[src/rtl/data_break_arbiter.sv]
// Round-robin data-break arbiter: picks one of four requesters, raises data_break
// to the CPU state machine, tracks the break and returns read data with an ack.
module data_break_arbiter #(
    parameter int unsigned TMO = 255
) (
    input  logic        clk,
    input  logic        reset,
    input  logic [3:0]  req,
    input  logic [3:0]  dir,
    input  logic [14:0] addr0,
    input  logic [14:0] addr1,
    input  logic [14:0] addr2,
    input  logic [14:0] addr3,
    input  logic [11:0] wdata0,
    input  logic [11:0] wdata1,
    input  logic [11:0] wdata2,
    input  logic [11:0] wdata3,
    input  logic        break_in_prog,
    input  logic [11:0] mem_data,
    input  logic        err_clr,
    output logic        data_break,
    output logic        to_disk,
    output logic [14:0] db_addr,
    output logic [11:0] db_wdata,
    output logic [3:0]  grant,
    output logic [3:0]  ack,
    output logic [11:0] db_rdata,
    output logic        tmo_err
);

    localparam int unsigned CNT_W = 8;

    typedef enum logic [2:0] {
        S_IDLE,
        S_ARB,
        S_WAIT,
        S_BUSY,
        S_DONE
    } state_t;

    state_t             state_q, state_d;
    logic [1:0]         ptr_q, ptr_d;
    logic [CNT_W-1:0]   cnt_q, cnt_d;
    logic               bip_q;
    logic               data_break_q, data_break_d;
    logic               to_disk_q, to_disk_d;
    logic [14:0]        db_addr_q, db_addr_d;
    logic [11:0]        db_wdata_q, db_wdata_d;
    logic [3:0]         grant_q, grant_d;
    logic [3:0]         ack_q, ack_d;
    logic [11:0]        db_rdata_q, db_rdata_d;
    logic               tmo_err_q, tmo_err_d;

    logic               win_found;
    logic [1:0]         win_idx;
    logic [1:0]         cand;
    logic [14:0]        win_addr;
    logic [11:0]        win_wdata;
    logic [1:0]         owner_idx;

    // Round-robin search starting one past the last owner
    always_comb begin
        win_found = 1'b0;
        win_idx   = 2'd0;
        cand      = 2'd0;
        for (int k = 1; k <= 4; k++) begin
            cand = ptr_q + 2'(k);
            if (!win_found && req[cand]) begin
                win_found = 1'b1;
                win_idx   = cand;
            end
        end
    end

    always_comb begin
        case (win_idx)
            2'd0:    begin win_addr = addr0; win_wdata = wdata0; end
            2'd1:    begin win_addr = addr1; win_wdata = wdata1; end
            2'd2:    begin win_addr = addr2; win_wdata = wdata2; end
            default: begin win_addr = addr3; win_wdata = wdata3; end
        endcase
    end

    always_comb begin
        case (grant_q)
            4'b0010: owner_idx = 2'd1;
            4'b0100: owner_idx = 2'd2;
            4'b1000: owner_idx = 2'd3;
            default: owner_idx = 2'd0;
        endcase
    end

    // Next-state and registered-output logic
    always_comb begin
        state_d      = state_q;
        ptr_d        = ptr_q;
        cnt_d        = cnt_q;
        data_break_d = data_break_q;
        to_disk_d    = to_disk_q;
        db_addr_d    = db_addr_q;
        db_wdata_d   = db_wdata_q;
        grant_d      = grant_q;
        ack_d        = 4'd0;
        db_rdata_d   = db_rdata_q;
        tmo_err_d    = err_clr ? 1'b0 : tmo_err_q;

        case (state_q)
            S_IDLE: begin
                if (|req) begin
                    state_d = S_ARB;
                end
            end
            S_ARB: begin
                if (win_found) begin
                    db_addr_d    = win_addr;
                    db_wdata_d   = win_wdata;
                    to_disk_d    = ~dir[win_idx];
                    grant_d      = 4'(1) << win_idx;
                    data_break_d = 1'b1;
                    cnt_d        = CNT_W'(TMO);
                    state_d      = S_WAIT;
                end else begin
                    state_d = S_IDLE;
                end
            end
            S_WAIT: begin
                if (break_in_prog) begin
                    data_break_d = 1'b0;
                    state_d      = S_BUSY;
                end else if (cnt_q <= CNT_W'(1)) begin
                    // Counter expires this edge: abandon without ack or ptr update
                    cnt_d        = '0;
                    tmo_err_d    = 1'b1;
                    grant_d      = 4'd0;
                    data_break_d = 1'b0;
                    state_d      = S_IDLE;
                end else begin
                    cnt_d = cnt_q - CNT_W'(1);
                end
            end
            S_BUSY: begin
                if (bip_q && !break_in_prog) begin
                    db_rdata_d = mem_data;
                    state_d    = S_DONE;
                end
            end
            S_DONE: begin
                ack_d   = grant_q;
                ptr_d   = owner_idx;
                grant_d = 4'd0;
                state_d = S_IDLE;
            end
            default: begin
                state_d = S_IDLE;
            end
        endcase
    end

    always_ff @(posedge clk) begin
        if (reset) begin
            state_q      <= S_IDLE;
            ptr_q        <= 2'd3;
            cnt_q        <= '0;
            bip_q        <= 1'b0;
            data_break_q <= 1'b0;
            to_disk_q    <= 1'b0;
            db_addr_q    <= 15'd0;
            db_wdata_q   <= 12'd0;
            grant_q      <= 4'd0;
            ack_q        <= 4'd0;
            db_rdata_q   <= 12'd0;
            tmo_err_q    <= 1'b0;
        end else begin
            state_q      <= state_d;
            ptr_q        <= ptr_d;
            cnt_q        <= cnt_d;
            bip_q        <= break_in_prog;
            data_break_q <= data_break_d;
            to_disk_q    <= to_disk_d;
            db_addr_q    <= db_addr_d;
            db_wdata_q   <= db_wdata_d;
            grant_q      <= grant_d;
            ack_q        <= ack_d;
            db_rdata_q   <= db_rdata_d;
            tmo_err_q    <= tmo_err_d;
        end
    end

    assign data_break = data_break_q;
    assign to_disk    = to_disk_q;
    assign db_addr    = db_addr_q;
    assign db_wdata   = db_wdata_q;
    assign grant      = grant_q;
    assign ack        = ack_q;
    assign db_rdata   = db_rdata_q;
    assign tmo_err    = tmo_err_q;

endmodule

[config.mk]
export PLATFORM = sky130hd
export DESIGN_NAME = data_break_arbiter
export DESIGN_NICKNAME = d
export VERILOG_FILES = /design/src/rtl/data_break_arbiter.sv
export SDC_FILE = /design/constraint.sdc
export NUM_CORES = 1
export LEC_CHECK = 0
export CAP_MARGIN = 20
export CORE_MARGIN = 2
export CORE_UTILIZATION = 30
export DETAILED_ROUTE_END_ITERATION = 8
export GPL_TIMING_DRIVEN = 0
export HOLD_SLACK_MARGIN = 0.02
export PLACE_DENSITY_LB_ADDON = 0.1
export SYNTH_ARGS = -nofsm -noshare
export SYNTH_HDL_FRONTEND = slang
export SYNTH_SLANG_ARGS = --single-unit
[constraint.sdc]
create_clock -name clk -period 1.85 [get_ports clk]
set_input_delay 0.37 -clock clk [delete_from_list [all_inputs] [get_ports clk]]
set_output_delay 0.37 -clock clk [all_outputs]
set_load 0.02 [all_outputs]
# ---- Yosys cells after proc, flatten, opt, wreduce, memory -nomap -nowiden
# Index checks and enable logic that the tools add are counted.
dict set report totals {
  reg_bits 64
  output_inout_bits 50
  wordCells 103
  in_bits 132
}
dict set report classes {
  bitwise 2
  n_reduce_logical 20
  n_addsub 4
  n_mux 43
  eq_ne 15
  n_shift 1
  n_lt_le_gt_ge 6
}
# cell count
set ops {}
lappend ops {{one-hot mux 15 bit (3 select lines)} 1}
lappend ops {{one-hot mux 12 bit (3 select lines)} 1}
lappend ops {{2-to-1 mux 8 bit} 3}
lappend ops {{2-to-1 mux 1 bit} 16}
lappend ops {{one-hot mux 8 bit (2 select lines)} 1}
lappend ops {{< comparator 2 x 3 -> 1 bit (second input constant)} 5}
lappend ops {{2-to-1 mux 3 bit} 4}
lappend ops {{2-to-1 mux 4 bit} 3}
lappend ops {{one-hot mux 3 bit (4 select lines)} 1}
lappend ops {{one-hot mux 4 bit (3 select lines)} 1}
lappend ops {{binary-select mux 1 bit (select 2 bit)} 5}
lappend ops {{2-to-1 mux 2 bit} 5}
lappend ops {{!= test 2 bit (second input constant)} 5}
lappend ops {{AND reduction 3 bit} 3}
lappend ops {{less-or-equal comparator 8 x 1 -> 1 bit (second input constant)} 1}
lappend ops {{subtractor 8 x 1 -> 8 bit (second input constant)} 1}
lappend ops {{== test 3 x 2 -> 1 bit (second input constant)} 2}
lappend ops {{one-hot mux 2 bit (3 select lines)} 1}
lappend ops {{adder 2 bit (second input constant)} 2}
lappend ops {{== test 4 x 2 -> 1 bit (second input constant)} 1}
lappend ops {{== test 4 x 3 -> 1 bit (second input constant)} 1}
lappend ops {{== test 4 bit (second input constant)} 1}
lappend ops {{logical AND 1 bit} 4}
lappend ops {{zero test 1 bit} 4}
lappend ops {{other kinds (17)} 19}

# ---- Logic depth before layout (Yosys ltp)
dict set report logic_depth {
  depth_word 16
  mapped_depth 9
  mapped_depth_nobuf 8
}

# ---- Least setup slack after synthesis
# OpenSTA, ideal clock, no wires.
dict set report synth_path {
  path_type {input to register}
  start {input port req[0]}
  end {register db_addr_q[13] (netlist: db_addr[13])}
  setup_ns 0.125
  slack_ns 0.134
  path_stages 7
  path_buffers 2
  t_arrival_ns 1.591
  required_time_ns 1.725
  path_cell_list {buf_2 > o21ai_0 > o211ai_2 > buf_4 > o221ai_2 > a2bb2oi_1 > nor2_2}
}
dict set report synth_between {
  elab_chain_cells 14
  elab_cells_between_ends 27
  cone_classes {eq/ne: 2; mux: 17; reduce/logical: 8}
}
# element line
set synth_rtl {}
lappend synth_rtl {{start: declaration} 8} ;# input logic [3:0] req,
lappend synth_rtl {{binary-select mux 1 bit (select 2 bit)} 68} ;# if (!win_found && req[cand]) begin
lappend synth_rtl {{2-to-1 mux 1 bit (not written as such)} 68}
lappend synth_rtl {{2-to-1 mux 1 bit} 68}
lappend synth_rtl {{zero test 1 bit} 68}
lappend synth_rtl {{logical AND 1 bit} 68}
lappend synth_rtl {{2-to-1 mux 1 bit} 68}
lappend synth_rtl {{zero test 1 bit} 68}
lappend synth_rtl {{logical AND 1 bit} 68}
lappend synth_rtl {{2-to-1 mux 1 bit} 68}
lappend synth_rtl {{zero test 1 bit} 68}
lappend synth_rtl {{logical AND 1 bit} 68}
lappend synth_rtl {{2-to-1 mux 2 bit} 68}
lappend synth_rtl {{== test 2 bit (tied with other cells)} 76} ;# case (win_idx)
lappend synth_rtl {{one-hot mux 15 bit (3 select lines)} 76}
lappend synth_rtl {{end signal: assignment} 180} ;# db_addr_q <= db_addr_d;
lappend synth_rtl {{end: declaration} 47} ;# logic [14:0] db_addr_q, db_addr_d;
# Several ways; a longest one is shown, not always the timed one. The select of a mux whose other input is x is not followed.
# A chain may end at the register's enable or synchronous reset.

# ---- Worst setup path in the final report
dict set report layout_path {
  start {register ptr_q[0]}
  end {register db_addr_q[5] (netlist: db_addr[5])}
}
dict set report layout_between {
  elab_chain_cells 15
  elab_cells_between_ends 30
  cone_classes {add/sub: 3; eq/ne: 2; mux: 17; reduce/logical: 8}
}
# element line
set layout_rtl {}
lappend layout_rtl {{start: declaration} 42} ;# logic [1:0] ptr_q, ptr_d;
lappend layout_rtl {{start signal: assignment} 175} ;# ptr_q <= ptr_d;
lappend layout_rtl {{adder 2 x 1 -> 2 bit} 67} ;# cand = ptr_q + 2'(k);
lappend layout_rtl {{binary-select mux 1 bit (select 2 bit)} 68}
lappend layout_rtl {{2-to-1 mux 1 bit (not written as such)} 68}
lappend layout_rtl {{2-to-1 mux 1 bit} 68}
lappend layout_rtl {{zero test 1 bit} 68}
lappend layout_rtl {{logical AND 1 bit} 68}
lappend layout_rtl {{2-to-1 mux 1 bit} 68}
lappend layout_rtl {{zero test 1 bit} 68}
lappend layout_rtl {{logical AND 1 bit} 68}
lappend layout_rtl {{2-to-1 mux 1 bit} 68}
lappend layout_rtl {{zero test 1 bit} 68}
lappend layout_rtl {{logical AND 1 bit} 68}
lappend layout_rtl {{2-to-1 mux 2 bit} 68}
lappend layout_rtl {{== test 2 bit (tied with other cells)} 76}
lappend layout_rtl {{one-hot mux 15 bit (3 select lines)} 76}
# Several ways; a longest one is shown, not always the timed one. The select of a mux whose other input is x is not followed.

==> results.ini <==
[sta]
slew_headroom=0.6388
final.period_utilization=0.9554
rsz0062_at_grt=yes
period_needed_ns=1.767
drv_slew=0
final-hold-violation-count=0
fin_skew_ns=0.006261
fmax_mhz=565.8
worst_slack_ns=0.08254
whs_ns=0.4920
tightestPinTransition_ns=0.5417
finalSetupViolCount=0

[final_layout]
diodes=0
syn_to_final_growth_pct=68.97
fin_cells=698
nets=688
drive_gt1_frac=0.1523
fillers=1045
most-common-layout-cells=clkdlybuf4s50_1, dfxtp_1, nor2_1, o22ai_1, a2bb2oi_1
fin_area_um2=5655
final_common_cell=clkdlybuf4s50_1

[worst_setup_path]
crit_buf_inv=2
worst_ep_required_time_ns=2.06
r2r_setup_slack_ns=0.08
crit_fanout=10
startpoint_type=register
path_class=reg -> reg
cp_slowest_stage_delay_ns=0.32
arrival_ns=1.98
crit_top_cell=buf_6
critPathCaptureType=register
cp_slowest_cell=dfxtp_1
critical_path.cell_chain=buf_6 -> and2b_4 -> nor2b_4 -> a21oi_4 -> buf_6 -> o22ai_1 -> a2bb2oi_1 -> nor2_1
critPathTopFamily=compound AO/OA/AOI/OAI gates

[placement]
io_buffers=178
post-place-ws_ns=-0.6466
hpwlAfterDp_mm=8.883
dp.cells=676
placed_area_um2=5304
place_congestion=0.8159

[yosys]
synth.avg_cell_area_um2=9.349
synthFlopType=dfxtp_1
synthArstFlopShare=0
yosys_register_bits=64
yosysUniqueCellTypes=51
yosysSeqAreaShare=0.3828
synth_fp_nets=492
yosysWarnings=0
synth_cells=358
synth_edf_count=0
synth_area_um2=3347

[drt]
drt_iter0_drc=166
via_per_inst=5.096
finalWirelength_mm=12.08
drc_errors=0
wl_per_cell_um=17.31
drtAntennaViolNets=0
firstDrtPassIters=4
route.vias.total=3557

[grt]
antenna_found_initial=0
grt_max_degree=11
gr-total-overflow=0
grt_usage=0.1974
grt_pass1_vias=3533
grt_pass1_wl_mm=18.39

[cts]
clock_tree.root_cell=clkbuf_8
cts.path.max_buffers=2
cts_tree=yes
clock_latency_ns=0.34
numClockSinks=64
cts_buffers=9
h-tree-depth=3
cts.clk_slew.worst_paths_ns=0.07

[power]
vdd_ir_drop_max_mv=0.3316
p_leak_uw=0.002056
p_total_uw=4116
power_density_nw_per_um2=727.7

[floorplan]
die_h_um=109.6
core-area_um2=10840
row_count=38
dieWidth_um=109.6
num_io_pins=182
die-area_um2=12020
start_util=0.3087

[job]
max_cap_violations=0

[run_status]
status=finished, final reports clean

[worst_hold_path]
hold_class=reg -> reg

## final timing paths
path / start / endpoint / depth (start not counted)
hold / removal: db_wdata[11] / db_wdata[11] / 2
hold reg to reg: db_wdata[11] / db_wdata[11] / 2
setup / recovery: ptr_q[0] / db_addr[5] / 8
setup reg to reg: ptr_q[0] / db_addr[5] / 8
## stage by stage
stage	util	TNS, ns
after floorplan	-	0
after global placement	0.4893	-24.19
after detailed placement	0.4893	-24.86
after CTS	0.5083	-0.0001188
after global routing	0.5217	-0.001509
final	0.5217	0
## where the power goes
group / internal [uW] / switching, uW
registers: 1500 / 79.0
clock network: 556 / 530
logic: 784 / 670
total: 2840 / 1280
## sequential cells by signal, indices dropped and copies added (netlist names)
register and cells:
grant 4, db_wdata 12, state_q 3, db_addr 15
tmo_err 1, bip_q 1, to_disk 1, cnt_q 8
ack 4, ptr_q 2, data_break 1, db_rdata 12
## layout make-up
cell class	instances	area [um^2]	share of cell area
Buffer	30	234.0	0.04137
Multi-Input combinational cell	261	1936	0.3423
Tap cell	140	175.2	0.03097
Inverter	3	11.26	0.001991
Sequential cell	64	1281	0.2265
Timing Repair Buffer	185	1852	0.3274
Clock buffer	15	166.4	0.02942
## cells in the mapped netlist, types with 2 or more instances
cell,number,area [um^2]
nor2b_4,2,27.53
a21oi_1,12,60.06
o21ai_0,13,65.06
o41ai_1,2,17.52
clkbuf_1,8,30.03
nor2_2,5,31.28
o22ai_1,28,175.2
buf_6,10,112.6
a211oi_1,3,22.52
dfxtp_1,64,1281
nor2b_1,6,37.54
a31oi_1,2,12.51
and2_1,6,37.54
mux2i_1,14,140.1
ha_1,2,25.02
inv_1,3,11.26
nand2_1,10,37.54
a2bb2oi_1,27,236.5
nor2_1,61,229.0
buf_2,9,45.04
nor4b_2,2,30.03
o221ai_2,9,135.1
nor3_1,7,35.03
o221ai_1,19,166.4
xnor2_1,2,17.52
nand2b_1,3,18.77
buf_4,4,30.03
a22oi_1,2,15.01
## cells by family (layout without fill, tap and decap cells)
kind of cell,count (synthesis),count (layout),share of synthesized area
buffers and inverters,34,233,0.06841
multiplexers,15,15,0.04523
adder cells (fa/ha/maj),2,2,0.007475
flip-flops,64,64,0.3828
AO/OA/AOI/OAI,127,128,0.3062
AND/OR/NAND/NOR,114,114,0.1847
XOR/XNOR,2,2,0.005235
## worst reg2reg max path, cell delays in order, from the launching register on
cell and delay (ns):
dfxtp_1 0.32, buf_6 0.16, and2b_4 0.22, nor2b_4 0.17, a21oi_4 0.14, buf_6 0.18
o22ai_1 0.20, a2bb2oi_1 0.20, nor2_1 0.05
## timing repair
item	CTS	global route
hold endpoints to repair	0	0
pin swaps	4	8
setup endpoints to repair	47	47
hold buffers	0	0
setup buffers	1	6
resized for setup	11	24
cloned	0	1
## per-layer routing
layer | global-route usage | wire (um) | share of wire
met1 | 0.2240 | 4986 | 0.41
met2 | 0.3479 | 5841 | 0.48
met3 | 0.07232 | 1145 | 0.095
met4 | 0.05335 | 108 | 0.0089
met5 | 0 | 0 | 0
No activity file was read; power rests on OpenSTA's default activity.
